===== src/rtl/chiplet_link_pkg.sv =====
// Shared types and sizing helpers for the chiplet link transmit/receive path.
package chiplet_link_pkg;

    typedef enum logic {
        IDLE  = 1'b0,
        SHIFT = 1'b1
    } tx_state_e;

    // Number of Lanes-bit beats needed to carry one Width-bit word.
    function automatic int unsigned beats_per_word(input int unsigned width,
                                                   input int unsigned lanes);
        return width / lanes;
    endfunction

endpackage


===== src/rtl/link_credit_counter.sv =====
// Receiver credit counter: one credit taken per word sent, one returned per
// word drained by the far side. Saturates at Credits and flags over-return.
module link_credit_counter #(
    parameter int unsigned Credits = 4,
    parameter int unsigned CntW    = $clog2(Credits + 1)
) (
    input  logic            i_clk,
    input  logic            i_rst,
    input  logic            i_take,
    input  logic            i_return,
    output logic [CntW-1:0] o_count,
    output logic            o_err
);

    logic [CntW-1:0] count_q, count_d;
    logic            err_q, err_d;

    // Next count: take and return in the same cycle cancel out.
    always_comb begin
        count_d = count_q;
        err_d   = err_q;
        if (i_take && !i_return) begin
            if (count_q != '0) begin
                count_d = count_q - CntW'(1);
            end
        end else if (i_return && !i_take) begin
            if (count_q == CntW'(Credits)) begin
                err_d = 1'b1;
            end else begin
                count_d = count_q + CntW'(1);
            end
        end
    end

    // Count register; error flag is sticky until reset.
    always_ff @(posedge i_clk or posedge i_rst) begin
        if (i_rst) begin
            count_q <= CntW'(Credits);
            err_q   <= 1'b0;
        end else begin
            count_q <= count_d;
            err_q   <= err_d;
        end
    end

    assign o_count = count_q;
    assign o_err   = err_q;

endmodule


===== src/rtl/link_tx_serializer.sv =====
// Transmit serializer: pops words from a show-ahead FIFO when a receiver
// credit is available and sends them LSB-first as Lanes-bit beats with
// start/end-of-word markers. Back-to-back words stream without a bubble.
module link_tx_serializer
    import chiplet_link_pkg::*;
#(
    parameter int unsigned Width   = 32,
    parameter int unsigned Lanes   = 8,
    parameter int unsigned Credits = 4
) (
    input  logic                         i_clk,
    input  logic                         i_rst,
    input  logic                         i_fifo_empty,
    output logic                         o_fifo_read,
    input  logic [Width-1:0]             i_fifo_rdata,
    output logic                         o_tx_valid,
    output logic [Lanes-1:0]             o_tx_data,
    output logic                         o_tx_sof,
    output logic                         o_tx_eof,
    input  logic                         i_credit_return,
    output logic [$clog2(Credits+1)-1:0] o_credits,
    output logic                         o_credit_err,
    output logic                         o_busy
);

    localparam int unsigned Beats = beats_per_word(Width, Lanes);
    localparam int unsigned BW    = $clog2(Beats);
    localparam int unsigned CntW  = $clog2(Credits + 1);

    tx_state_e        state_q, state_d;
    logic [Width-1:0] shift_q, shift_d;
    logic [BW-1:0]    beat_q, beat_d;
    logic             valid_q, valid_d;
    logic             sof_q, sof_d;
    logic             eof_q, eof_d;
    logic             last_beat;
    logic             load;
    logic [CntW-1:0]  credits;

    link_credit_counter #(
        .Credits (Credits),
        .CntW    (CntW)
    ) u_credits (
        .i_clk    (i_clk),
        .i_rst    (i_rst),
        .i_take   (load),
        .i_return (i_credit_return),
        .o_count  (credits),
        .o_err    (o_credit_err)
    );

    // Pop decision uses the registered credit count only.
    always_comb begin
        last_beat = (state_q == SHIFT) && (beat_q == '0);
        load      = !i_fifo_empty && (credits != '0)
                    && ((state_q == IDLE) || last_beat);
    end

    // Next-state logic; sof/eof/valid are precomputed so the link outputs
    // come straight from flops.
    always_comb begin
        state_d = state_q;
        shift_d = shift_q;
        beat_d  = beat_q;
        valid_d = valid_q;
        sof_d   = 1'b0;
        eof_d   = 1'b0;
        if (load) begin
            state_d = SHIFT;
            shift_d = i_fifo_rdata;
            beat_d  = BW'(Beats - 1);
            valid_d = 1'b1;
            sof_d   = 1'b1;
        end else if (state_q == SHIFT) begin
            shift_d = shift_q >> Lanes;
            if (last_beat) begin
                state_d = IDLE;
                beat_d  = '0;
                valid_d = 1'b0;
            end else begin
                beat_d  = beat_q - BW'(1);
                valid_d = 1'b1;
                eof_d   = (beat_q == BW'(1));
            end
        end else begin
            valid_d = 1'b0;
        end
    end

    // Serializer FSM and output registers.
    always_ff @(posedge i_clk or posedge i_rst) begin
        if (i_rst) begin
            state_q <= IDLE;
            shift_q <= '0;
            beat_q  <= '0;
            valid_q <= 1'b0;
            sof_q   <= 1'b0;
            eof_q   <= 1'b0;
        end else begin
            state_q <= state_d;
            shift_q <= shift_d;
            beat_q  <= beat_d;
            valid_q <= valid_d;
            sof_q   <= sof_d;
            eof_q   <= eof_d;
        end
    end

    // The shift register drains to zero on the final beat, so the data
    // lanes are quiet whenever the FSM is idle.
    assign o_fifo_read = load;
    assign o_tx_valid  = valid_q;
    assign o_tx_data   = shift_q[Lanes-1:0];
    assign o_tx_sof    = sof_q;
    assign o_tx_eof    = eof_q;
    assign o_busy      = (state_q == SHIFT);
    assign o_credits   = credits;

endmodule


===== config.mk =====
export PLATFORM = sky130hd
export DESIGN_NAME = link_tx_serializer
export DESIGN_NICKNAME = d
export VERILOG_FILES = /design/src/rtl/chiplet_link_pkg.sv /design/src/rtl/link_credit_counter.sv /design/src/rtl/link_tx_serializer.sv
export SDC_FILE = /design/constraint.sdc
export NUM_CORES = 1
export LEC_CHECK = 0
export BUFFER_PORTS_ARGS = -buffer_cell sky130_fd_sc_hd__buf_2
export CAP_MARGIN = 20
export CORE_MARGIN = 2
export CORE_UTILIZATION = 54
export CTS_BUF_LIST = sky130_fd_sc_hd__clkbuf_2 sky130_fd_sc_hd__clkbuf_4 sky130_fd_sc_hd__clkbuf_8
export DETAILED_ROUTE_END_ITERATION = 12
export PLACE_DENSITY = 0.87
export SLEW_MARGIN = 40
export SYNTH_ARGS = -nofsm -noshare
export SYNTH_HDL_FRONTEND = slang
export SYNTH_HIERARCHICAL = 1
export SYNTH_SLANG_ARGS = --single-unit

===== constraint.sdc =====
create_clock -name i_clk -period 2.8 [get_ports i_clk]
set_input_delay 0.14 -clock i_clk [delete_from_list [all_inputs] [get_ports i_clk]]
set_output_delay 0.14 -clock i_clk [all_outputs]
set_load 0.005 [all_outputs]

* After elaboration in Yosys (flattened, before gate mapping) *
Cells that the tools add are included.

word-level totals
  register bits after elaboration = 41
  input port bits = 36
  word-level logic and storage cells = 47
  output and inout bits = 17

operators by class
  reductions and logical operators = 15
  muxes and demuxes = 16
  add/sub/neg operators = 3
  equality and inequality tests = 4
  bitwise operators = 2

operators by type and width
  kind                 number
  $mux 32              2
  $mux 3               4
  $mux 1               7
  $mux 2               3
  $reduce_and 3->1     2
  $logic_and 1x1->1    5
  $reduce_bool 2->1    2
  $add 3x1->3 const B  1
  $eq 3x3->1 const B   1
  $logic_not 1->1      3
  $reduce_bool 3->1    1
  $sub 3x1->3 const B  1
  $eq 2x1->1 const B   1
  $logic_not 2->1      1
  $ne 2x1->1 const B   1
  $ne 2x2->1 const B   1
  $not 1->1            2
  $sub 2x1->2 const B  1
  $logic_or 1x1->1     1

* Depth between registers and ports, before layout *
Gate-level depths: netlist of run 1.

  depth after elaboration = 8
  mapped depth = 11
  depth with buffers taken out = 8

* Hierarchy *
The synthesis of run 1 kept the hierarchy.

modules (own cells, without submodules)
  module               cells an instance  times used  sequential area each (sq um)  area an instance (sq um)
  link_tx_serializer   151                1           925.9                         1799.2
  link_credit_counter  28                 1           101.3                         261.5

* Worst setup path after synthesis of run 1 *
Ideal clock, no wire load.

  kind = register to register
  start point = register beat_q[1]
  end point = register u_credits.count_q[2], in the netlist u_credits/o_count[2]
  library setup time = 0.075 ns
  setup slack = 0.212 ns
  required time = 2.725 ns
  arrival = 2.513 ns
  period minus slack after synthesis = 2.588 ns
  path buffers = 2
  cell stages (with the launch flop) = 11
  path through = dfrtp_1 -> o21ai_1 -> clkbuf_1 -> buf_2 -> and3_1 -> ha_1 -> inv_1 -> fa_1 -> or2_0 -> a21oi_1 -> a2bb2oi_1

on the way
  cells in the longest elaborated chain, start to end = 8
  elaborated cells on any way between the ends = 12
  classes of those cells = 2 x eq/ne; 1 x mux; 9 x reduce/logical

ends and longest elaborated chain
  what                                RTL line                   source
  from (decl)                         link_tx_serializer.sv:32   logic [BW-1:0] beat_q, beat_d;
  from (signal assigned)              link_tx_serializer.sv:102  beat_q <= beat_d;
  $logic_not 2->1 *                   link_tx_serializer.sv:54   last_beat = (state_q == SHIFT) && (beat_q == '0);
  $logic_and 1x1->1 *                 link_tx_serializer.sv:54
  $logic_or 1x1->1 *                  link_tx_serializer.sv:56   && ((state_q == IDLE) || last_beat);
  $logic_and 1x1->1 *                 link_tx_serializer.sv:56
  named net o_fifo_read               link_tx_serializer.sv:14   output logic o_fifo_read,
  $logic_not 1->1                     link_credit_counter.sv:26  end else if (i_return && !i_take) begin
  $logic_and 1x1->1                   link_credit_counter.sv:26
  $reduce_bool 2->1 (no source line)  --
  $reduce_and 3->1 (no source line)   --
  to (signal assigned)                link_credit_counter.sv:38  count_q <= CntW'(Credits);
  to (signal assigned)                link_credit_counter.sv:41  count_q <= count_d;
  to (decl)                           link_credit_counter.sv:15  logic [CntW-1:0] count_q, count_d;

Mark *: on every way through the listed nets, which the timed path passes. The rest lies on a longest branch.
A chain may end at the register's enable or synchronous reset.

* Worst setup path after layout of run 1 *
  start point = register u_credits.count_q[2], in the netlist u_credits/o_count[2]
  end point = register u_credits.count_q[2], in the netlist u_credits/o_count[2]

on the way
  cells in the longest elaborated chain, start to end = 7
  elaborated cells on any way between the ends = 17
  classes of those cells = 2 x add/sub; 3 x eq/ne; 4 x mux; 8 x reduce/logical

ends and longest elaborated chain
  what
  parallel branches: the longest is 7 deep, another holds $add 3x1->3

Parallel ways; which one is timed is not known. The select of a mux whose other input is x is not followed.

==> results.yml, run 1 <==
clock_tree:
  ctsResizeCount: 0
  htree_levels: 2
  clk_pin_slew_ps: 80
  cts_setup_buffers: 0
  clock_path_buffers: 2
  clk_latency_ps: 300
  cts_tree: "done"
  root_buffer: "clkbuf_8"
  holdBufCountCts: 1
  cts_made_buffers: 5
  clock_sinks: 41
sta:
  tns_ps: 0
  final-hold-violation-count: 0
  fin_skew_ps: 7.79
  fmax_mhz: 427
  slew_headroom_pct: 56.7
  period_minus_slack_ps: 2340
  period_share_pct: 83.5
  maxSlewViolCount: 0
  rsz0062_at_grt: "false"
  setup_viol: 0
  worstMarginPinSlew_ps: 649
  holdWs_ps: 97.7
floorplan:
  rows: 22
  initial_core_util_pct: 56.3
  die_width_um: 65.8
  fp.coreArea_mm2: 0.00366
  ios: 53
  die_h_um: 65.8
  dieArea_mm2: 0.00433
synth:
  synthTopCellsByArea: "dfrtp_1 49%, a221o_1 12%, and4_1 10%"
  synth_enable_flop_cells: 0
  synth_top_flop_cell: "dfrtp_1"
  synthSimpleGateAreaFrac_pct: 18.0
  synthMuxAreaShare_pct: 0
  synth_adder_area_share_pct: 2.19
  syn_avg_cell_area_um2: 11.5
  synth_top_area_share_pct: 48.6
  synth_nets: 218
  yosysWarnings: 6
  synth_top_area_cell: "dfrtp_1"
  ys_ff_latch: 41
  yosys-top-cells-count: "40 x dfrtp_1, 24 x a221o_1, 24 x and4_1"
  syn_area_mm2: 0.00206
  synth_compound_area_share_pct: 19.3
  synthArstFlopShare_pct: 100
  synth_cells: 179
  yosysSeqAreaShare_pct: 49.8
  synth_cell_type_count: 32
  synth_top_family_by_area: "compound AO/OA/AOI/OAI gates"
  synth-xor-area-share_pct: 0.425
  synth_most_common_cell: "dfrtp_1"
critical_path:
  slowest_stage: "dfstp_2"
  crit_family: "adder cells"
  r2r_start: "u_credits/o_count[2]"
  r2r_cells: 8
  crit_arrival_ps: 2570
  path_cells: "or3_4 > and3_1 > ha_1 > inv_1 > fa_1 > or2_0 > a21oi_1 > a2bb2oi_1"
  crit_buf_inv: 1
  endpoint_kind: "register"
  start_kind: "register"
  max_stage_delay_ps: 600
  worstPathRequired_ps: 3030
  reg2reg_slack_ps: 460
  critPathKind: "reg -> reg"
  r2r-end: "u_credits/o_count[2]"
  critPathMaxFanout: 7
  crit_start: "u_credits/o_count[2]"
global_route:
  grt_pass1_vias: 1543
  grt_max_degree: 38
  grt_pass1_wl_mm: 7.72
  overflow: 0
  antenna_found_initial: 0
  grt_use_total_pct: 24.2
detailed_routing:
  firstDrtPassIters: 5
  drc: 0
  ant_nets: 0
  routed_wirelength_mm: 4.67
  vias: 1653
  drt-initial-drc-count: 251
  viasPerCell: 6.14
  wire_per_inst_um: 17.3
final_layout:
  syn_to_final_growth_pct: 15.4
  multiInputGateArea_um2: 825
  n_antenna_cell: 0
  fillers: 297
  fin_area_mm2: 0.00238
  drive_gt1_share_pct: 31.7
  utilization_pct: 64.9
  register_area_mm2: 0.00103
  nNetsFinal: 259
placement:
  dp_hpwl_mm: 3.11
  dpl_cell_area_mm2: 0.00225
  io_buffers: 52
  globalplace.congestion: 0.844
run:
  cap_viol_max_count: 0
power_and_ir_drop:
  irDropWorstVdd_uv: 833
  power_density_mw_per_mm2: 1090
  power.leakage_nw: 1.14
  power_mw: 2.58
run_status:
  outcome: "finished clean"
min_path:
  hold_end: "shift_q[31]"
  worstHoldPathType: "in -> reg"
  hold_depth: 3
  min_from: "i_fifo_rdata[31]"
-- state kept, by name, summed over array words and instances (netlist names) --
| signal | cells |
|---|---|
| beat_q | 2 |
| o_tx_eof | 1 |
| shift_q | 32 |
| o_tx_valid | 1 |
| u_credits/o_err | 1 |
| u_credits/o_count | 3 |
| o_tx_sof | 1 |
-- report_power, final --
part | total, mW | switching (mW) | internal (mW)
Combinational | 1.05 | 0.567 | 0.478
Clock | 0.502 | 0.212 | 0.290
Sequential | 1.03 | 0.190 | 0.844
Total | 2.58 | 0.969 | 1.61
-- worst reg2reg max path, stage by stage, from the launching register on --
cell and delay [ps]:
dfstp_2 600, or3_4 140, and3_1 230, ha_1 260, inv_1 80, fa_1 400
or2_0 240, a21oi_1 150, a2bb2oi_1 180
-- metrics by stage --
step	worst slack, ps	instances
floorplan	212	179
global placement	605	260
detailed placement	459	260
CTS	449	269
global route	293	269
finish	461	269
-- cell usage in the layout (no fill, tap or decap), drive strengths merged --
cell | Yosys | final
buf | 19 | 57
dfrtp | 40 | 40
and4 | 24 | 24
a221o | 24 | 24
o21ai | 12 | 12
inv | 10 | 10
nand2b | 8 | 8
nand4 | 8 | 8
clkbuf | 5 | 6
nand2 | 4 | 4
nor2 | 3 | 3
a21oi | 3 | 3
a31oi | 2 | 2
o211ai | 2 | 2
ha | 2 | 2
nor3 | 1 | 1
o41a | 1 | 1
or3 | 1 | 1
a21boi | 1 | 1
and3 | 1 | 1
bufinv | 0 | 1
clkinvlp | 0 | 1
dlygate4sd3 | 0 | 1
xnor2 | 1 | 1
a31o | 1 | 1
or2 | 1 | 1
nor2b | 1 | 1
a2bb2oi | 1 | 1
a22oi | 1 | 1
fa | 1 | 1
dfstp | 1 | 1
-- cell families (layout without fill, tap and decap cells) --
| group | Yosys count | after routing |
|---|---|---|
| buf+inv | 34 | 76 |
| compound gates | 48 | 48 |
| simple gates | 52 | 52 |
| flops | 41 | 41 |
| fa+ha+maj | 3 | 3 |
| xor+xnor | 1 | 1 |
-- area by class of cell --
cell class	instances	area share [%]
tap	48	2.53
clock buffer	6	3.47
inverter	10	1.58
timing repair buffer	58	12.9
clock inverter	2	1.58
sequential	41	43.2
multi-input combinational	104	34.7
-- metal layers --
metal	track usage [%]	part of all wire, %	vias to the layer above
met5	0	0	-
met4	7.03	0.75	0
met3	7.33	7.7	4
met2	35.4	45	73
met1	34.8	46	805
li1	-	-	771
-- worst max path at each step --
stage / cells past startpoint / to / slack [ps]
after floorplan: 10 / u_credits/o_count[2] / 210
after global placement: 8 / u_credits/o_count[2] / 610
after detailed placement: 8 / u_credits/o_count[2] / 460
after CTS: 8 / u_credits/o_count[2] / 450
after global routing: 8 / u_credits/o_count[2] / 290
final: 8 / u_credits/o_count[2] / 460
Note: power is estimated with default switching activity, not from simulation.
==> run 2, diff against run 1 <==
- ABC_AREA: unset -> 1
- CORE_UTILIZATION: 54 -> 50
- PLACE_DENSITY: 0.87 -> 0.84
- clock period: 2.8 -> 2 ns (I/O delays scaled with it)
==> run 2 against run 1 <==
Compared with the run above:
- clock-buffer cell count up 1
- first-iteration DRC count decreased by 52%
- setup slack lost 280 ps
- wire length grew 9.1%
- critical endpoint unchanged
- die area rose by 15%
- synthesized area up 7.9%
- sequential power rose by 32%
- global-route usage decreased by 2.9 points
- register-to-register slack worse by 280 ps
- highest routed layer unchanged
- non-clock buffer count grew 12
- largest cell class unchanged
- clock power grew 18%
- synthesized cell count rose by 58%
==> results.yml, run 2 <==
sta:
  fmax_mhz: 550
  setup_viol: 0
  period_minus_slack_ps: 1820
  tns_ps: 0
  period_share_pct: 91.0
  rsz0062_at_grt: "false"
  slew_headroom_pct: 68.4
  maxSlewViolCount: 0
  fin_skew_ps: 8.10
  final-hold-violation-count: 0
  worstMarginPinSlew_ps: 473
  holdWs_ps: 6.15
synth:
  synth_enable_flop_cells: 0
  synth_compound_area_share_pct: 2.14
  synth_nets: 322
  synthSimpleGateAreaFrac_pct: 35.6
  synth_top_area_cell: "dfrtp_1"
  yosysSeqAreaShare_pct: 46.2
  synth_top_family_by_area: "simple AND/OR/NAND/NOR gates"
  synth_cells: 283
  synth_cell_type_count: 24
  synth_top_area_share_pct: 45.0
  syn_area_mm2: 0.00222
  synth_most_common_cell: "nand2_1"
  synth-xor-area-share_pct: 0
  synthArstFlopShare_pct: 100
  synthMuxAreaShare_pct: 0
  synth_top_flop_cell: "dfrtp_1"
  yosysWarnings: 6
  syn_avg_cell_area_um2: 7.86
  synthTopCellsByArea: "dfrtp_1 45%, nand2_1 13%, nand3_1 13%"
  yosys-top-cells-count: "78 x nand2_1, 57 x nand3_1, 40 x dfrtp_1"
  synth_adder_area_share_pct: 2.03
  ys_ff_latch: 41
critical_path:
  crit_top_cell: "nand2_1"
  path_cells: "inv_1 > nand2_2 > nand3_4 > inv_2 > ha_1 > inv_1 > fa_1 > nand3_1 > nand2_1 > nand2_1 > nand2_1"
  crit_start: "u_credits/o_count[2]"
  r2r-end: "u_credits/o_count[2]"
  max_stage_delay_ps: 580
  critPathMaxFanout: 6
  worstPathRequired_ps: 2230
  endpoint_kind: "register"
  r2r_cells: 11
  slowest_stage: "dfstp_2"
  critPathKind: "reg -> reg"
  crit_arrival_ps: 2050
  start_kind: "register"
  crit_family: "flip-flops"
  r2r_start: "u_credits/o_count[2]"
  reg2reg_slack_ps: 180
  crit_buf_inv: 3
floorplan:
  dieArea_mm2: 0.00500
  ios: 53
  initial_core_util_pct: 51.4
  die_width_um: 70.7
  die_h_um: 70.7
  fp.coreArea_mm2: 0.00432
  rows: 24
final_layout:
  utilization_pct: 61.3
  layout_commonest_cell: "nand2_1"
  top_register: "shift_q"
  drive_gt1_share_pct: 24.2
  syn_to_final_growth_pct: 19.3
  multiInputGateArea_um2: 885
  final_cell_mix: "78 x nand2_1, 57 x nand3_1, 52 x buf_2, 40 x dfrtp_1, 36 x inv_1"
  nNetsFinal: 373
  register_area_mm2: 0.00103
  largest_reg_flops: 32
  n_antenna_cell: 0
  fillers: 387
min_path:
  min_from: "i_fifo_rdata[27]"
  worstHoldPathType: "in -> reg"
  hold_end: "shift_q[27]"
  hold_depth: 3
placement:
  io_buffers: 52
  dp_hpwl_mm: 3.32
  globalplace.congestion: 0.776
power_and_ir_drop:
  irDropWorstVdd_uv: 756
  power_density_mw_per_mm2: 1380
  power.leakage_nw: 1.55
  power_mw: 3.67
detailed_routing:
  ant_nets: 0
  wire_per_inst_um: 13.2
  vias: 2004
  drc: 0
  drt-initial-drc-count: 121
  firstDrtPassIters: 4
  routed_wirelength_mm: 5.09
  viasPerCell: 5.18
global_route:
  grt_use_total_pct: 21.3
  grt_pass1_vias: 1935
  grt_pass1_wl_mm: 8.51
  overflow: 0
  grt_max_degree: 38
  antenna_found_initial: 0
run:
  cap_viol_max_count: 0
clock_tree:
  clk_latency_ps: 300
  cts_setup_buffers: 0
  clock_sinks: 41
  cts_tree: "done"
  clk_pin_slew_ps: 80
  cts_made_buffers: 5
  clock_path_buffers: 2
  htree_levels: 2
  root_buffer: "clkbuf_8"
run_status:
  outcome: "finished clean"
==> run 2: cell count changes in the layout (fill, tap and decap cells not counted), moves of 7 or more <==
cell           delta
o21ai_0          -10
nand2_1          +74
nand4_1          +16
inv_1            +26
a221o_1          -24
and4_1           -24
dlygate4sd3_1     +7
nand2b_1          -8
nand3_1          +57
==> run 2: how the worst max path moves through the flow <==
stage	to	slack, ps	cells after the start
after floorplan	u_credits/o_count[2]	50	11
after global placement	u_credits/o_count[2]	270	11
after detailed placement	u_credits/o_count[2]	180	11
after CTS	u_credits/o_count[2]	170	11
after global routing	u_credits/o_count[2]	20	12
final	u_credits/o_count[2]	180	11
==> run 2: logic make-up (layout without fill, tap and decap cells) <==
logic type	Yosys count	in the layout
AO/OA/AOI/OAI	6	6
adder cells (fa/ha/maj)	3	3
buffers and inverters	65	117
flip-flops	41	41
AND/OR/NAND/NOR	168	168
==> run 2: per-layer routing <==
layer	vias to the layer above	global-route usage, %	wire [µm]
met4	0	7.76	80
li1	1008	-	-
met3	6	4.27	328
met5	-	0	0
met1	919	27.4	2180
met2	71	35.9	2500
==> run 2: worst reg2reg max path: stages, from the launching register on <==
cell,delay [ps]
dfstp_2,580
inv_1,60
nand2_2,90
nand3_4,80
inv_2,70
ha_1,160
inv_1,80
fa_1,390
nand3_1,100
nand2_1,50
nand2_1,60
nand2_1,50
==> run 2: repair_timing <==
item | 4_1_cts | 5_1_grt
hold endpoints to repair | 48 | 0
hold buffers | 8 | 0
gates resized for setup | 0 | 0
==> run 2: metrics by stage <==
| step | worst slack [ps] | instances | cell area, µm² |
|---|---|---|---|
| 6_report | 181 | 387 | 2650 |
| 5_1_grt | 24.5 | 387 | 2650 |
| 4_1_cts | 168 | 387 | 2650 |
| 3_5_place_dp | 184 | 371 | 2470 |
| 2_1_floorplan | 50.3 | 283 | 2220 |
| 3_3_place_gp | 270 | 371 | 2470 |
==> run 2: area by class of cell <==
class	count	share of cell area [%]
clock buffer	7	3.63
sequential	41	38.7
clock inverter	1	0.189
tap	52	2.45
timing repair buffer	70	16.1
inverter	39	5.52
multi-input combinational	177	33.3
==> run 2: where the power goes <==
group / switching, mW / internal [mW] / total, mW
registers: 0.209 / 1.15 / 1.36
logic: 1.07 / 0.634 / 1.71
clock network: 0.283 / 0.312 / 0.594
==> run 3, diff against run 2 <==
- CORE_ASPECT_RATIO: unset -> 1.4
- CTS_CLUSTER_SIZE: unset -> 20
==> run 3 against run 2 <==
Compared with the run above:
- combinational power barely moved
- fmax is 0.99% higher
- clock power is 8.2% lower
- setup slack improved by 18 ps
- sequential share of layout area is 0.29 points higher
- wire length decreased by 0.47%
- clock-buffer cell count down 1
- sequential power barely moved
- first-iteration DRC count fell by 44%
- critical endpoint unchanged
- largest cell class unchanged
==> results.yml, run 3 (same netlist as run 2, synthesis figures left out) <==
detailed_routing:
  met3_length_um: 274
  wire_per_inst_um: 12.8
  top_layer: "met4"
  routed_wirelength_mm: 5.07
  firstDrtPassIters: 4
  viasPerCell: 5.05
  vias: 1993
  met1_length_mm: 2.08
  dr_wl_met2_mm: 2.61
  ant_nets: 0
  drt-initial-drc-count: 68
  drc: 0
critical_path:
  critPathMaxFanout: 6
  critPathKind: "reg -> reg"
  endpoint_kind: "register"
  worstPathRequired_ps: 2240
  crit_arrival_ps: 2040
  start_kind: "register"
global_route:
  grt_pass1_vias: 1863
  overflow: 0
  antenna_found_initial: 0
  grt_use_total_pct: 21.4
  grt_max_degree: 38
  grt_pass1_wl_mm: 8.07
final_layout:
  fillers: 385
  largest_reg_flops: 32
  final_cell_mix: "78 x nand2_1, 57 x nand3_1, 52 x buf_2, 40 x dfrtp_1, 36 x inv_1"
  layout_commonest_cell: "nand2_1"
  utilization_pct: 62.1
  top_register: "shift_q"
  n_antenna_cell: 0
  nNetsFinal: 373
  syn_to_final_growth_pct: 18.4
  drive_gt1_share_pct: 24.5
floorplan:
  initial_core_util_pct: 52.4
  ios: 53
  dieArea_mm2: 0.00500
  die_width_um: 60.4
  rows: 28
  die_h_um: 82.9
  fp.coreArea_mm2: 0.00424
clock_tree:
  clock_path_buffers: 2
  cts_setup_buffers: 0
  cts_made_buffers: 5
  root_buffer: "clkbuf_8"
  clock_sinks: 41
  clk_pin_slew_ps: 70
  htree_levels: 2
  cts_tree: "done"
  clk_latency_ps: 300
sta:
  rsz0062_at_grt: "false"
  tns_ps: 0
  final-hold-violation-count: 0
  fin_skew_ps: 10.5
  maxSlewViolCount: 0
  worstMarginPinSlew_ps: 469
  slew_headroom_pct: 68.7
  fmax_mhz: 555
  period_minus_slack_ps: 1800
  period_share_pct: 90.1
  setup_viol: 0
power_and_ir_drop:
  power_density_mw_per_mm2: 1360
  power.leakage_nw: 1.54
  irDropWorstVdd_uv: 974
placement:
  io_buffers: 52
  globalplace.congestion: 0.766
  dp_hpwl_mm: 3.30
min_path:
  worstHoldPathType: "in -> reg"
run_status:
  outcome: "finished clean"
run:
  cap_viol_max_count: 0
run 3: where the power goes:
part / switching [mW] / internal (mW)
Sequential: 0.196 / 1.15
Combinational: 1.07 / 0.622
Clock: 0.289 / 0.256
run 3: cell type report:
class,count,area (µm²),area share (%)
tap,60,75.1,2.85
multi-input combinational,177,885,33.6
clock inverter,2,10.0,0.380
inverter,39,146,5.56
timing repair buffer,70,413,15.7
clock buffer,6,76.3,2.90
sequential,41,1030,39.0
run 3: critical path, cell delays in order, from the launching register on:
cell and delay (ps):
dfstp_2 580, inv_1 60, nand2_2 90, nand3_4 70
inv_2 60, ha_1 160, inv_1 80, fa_1 390
inv_1 70, nand2_1 50, nand2_1 50, nand2_1 50
nand2_1 50
run 3: metal layers:
metal / vias up / global-route usage [%]
li1: 1010 / -
met1: 917 / 25.4
met2: 57 / 35.3
met3: 9 / 5.61
met4: 0 / 9.09
met5: - / 0
run 3: final timing paths:
path,startpoint,end,slack [ps],cells past startpoint
worst max-delay path,u_credits/o_count[2],u_credits/o_count[2],200,12
worst min-delay path,i_fifo_rdata[31],shift_q[31],8,3
worst max register to register,u_credits/o_count[2],u_credits/o_count[2],200,12
worst min register to register,u_credits/o_err,u_credits/o_err,480,1
max in group asynchronous,i_rst,shift_q[27],1200,4
min in group asynchronous,i_rst,u_credits/o_err,240,3
run 3: through the flow:
stage | cell area (µm²) | power [mW] | instances | setup slack, ps | hold WS, ps
6_report | 2630 | 3.59 | 395 | 199 | 8.06
5_1_grt | 2630 | 3.89 | 395 | 71.4 | 14.2
4_1_cts | 2620 | 3.60 | 394 | 194 | 0.290
3_5_place_dp | 2480 | 3.05 | 380 | 210 | 6.15
3_3_place_gp | 2480 | 2.99 | 380 | 271 | 1.57
2_1_floorplan | 2220 | 2.65 | 283 | 50.3 | -135
run 3: repair_timing:
action                                 CTS  global route
endpoints found under the hold margin   46             1
gates resized for setup                  0             0
hold buffers                             6             1
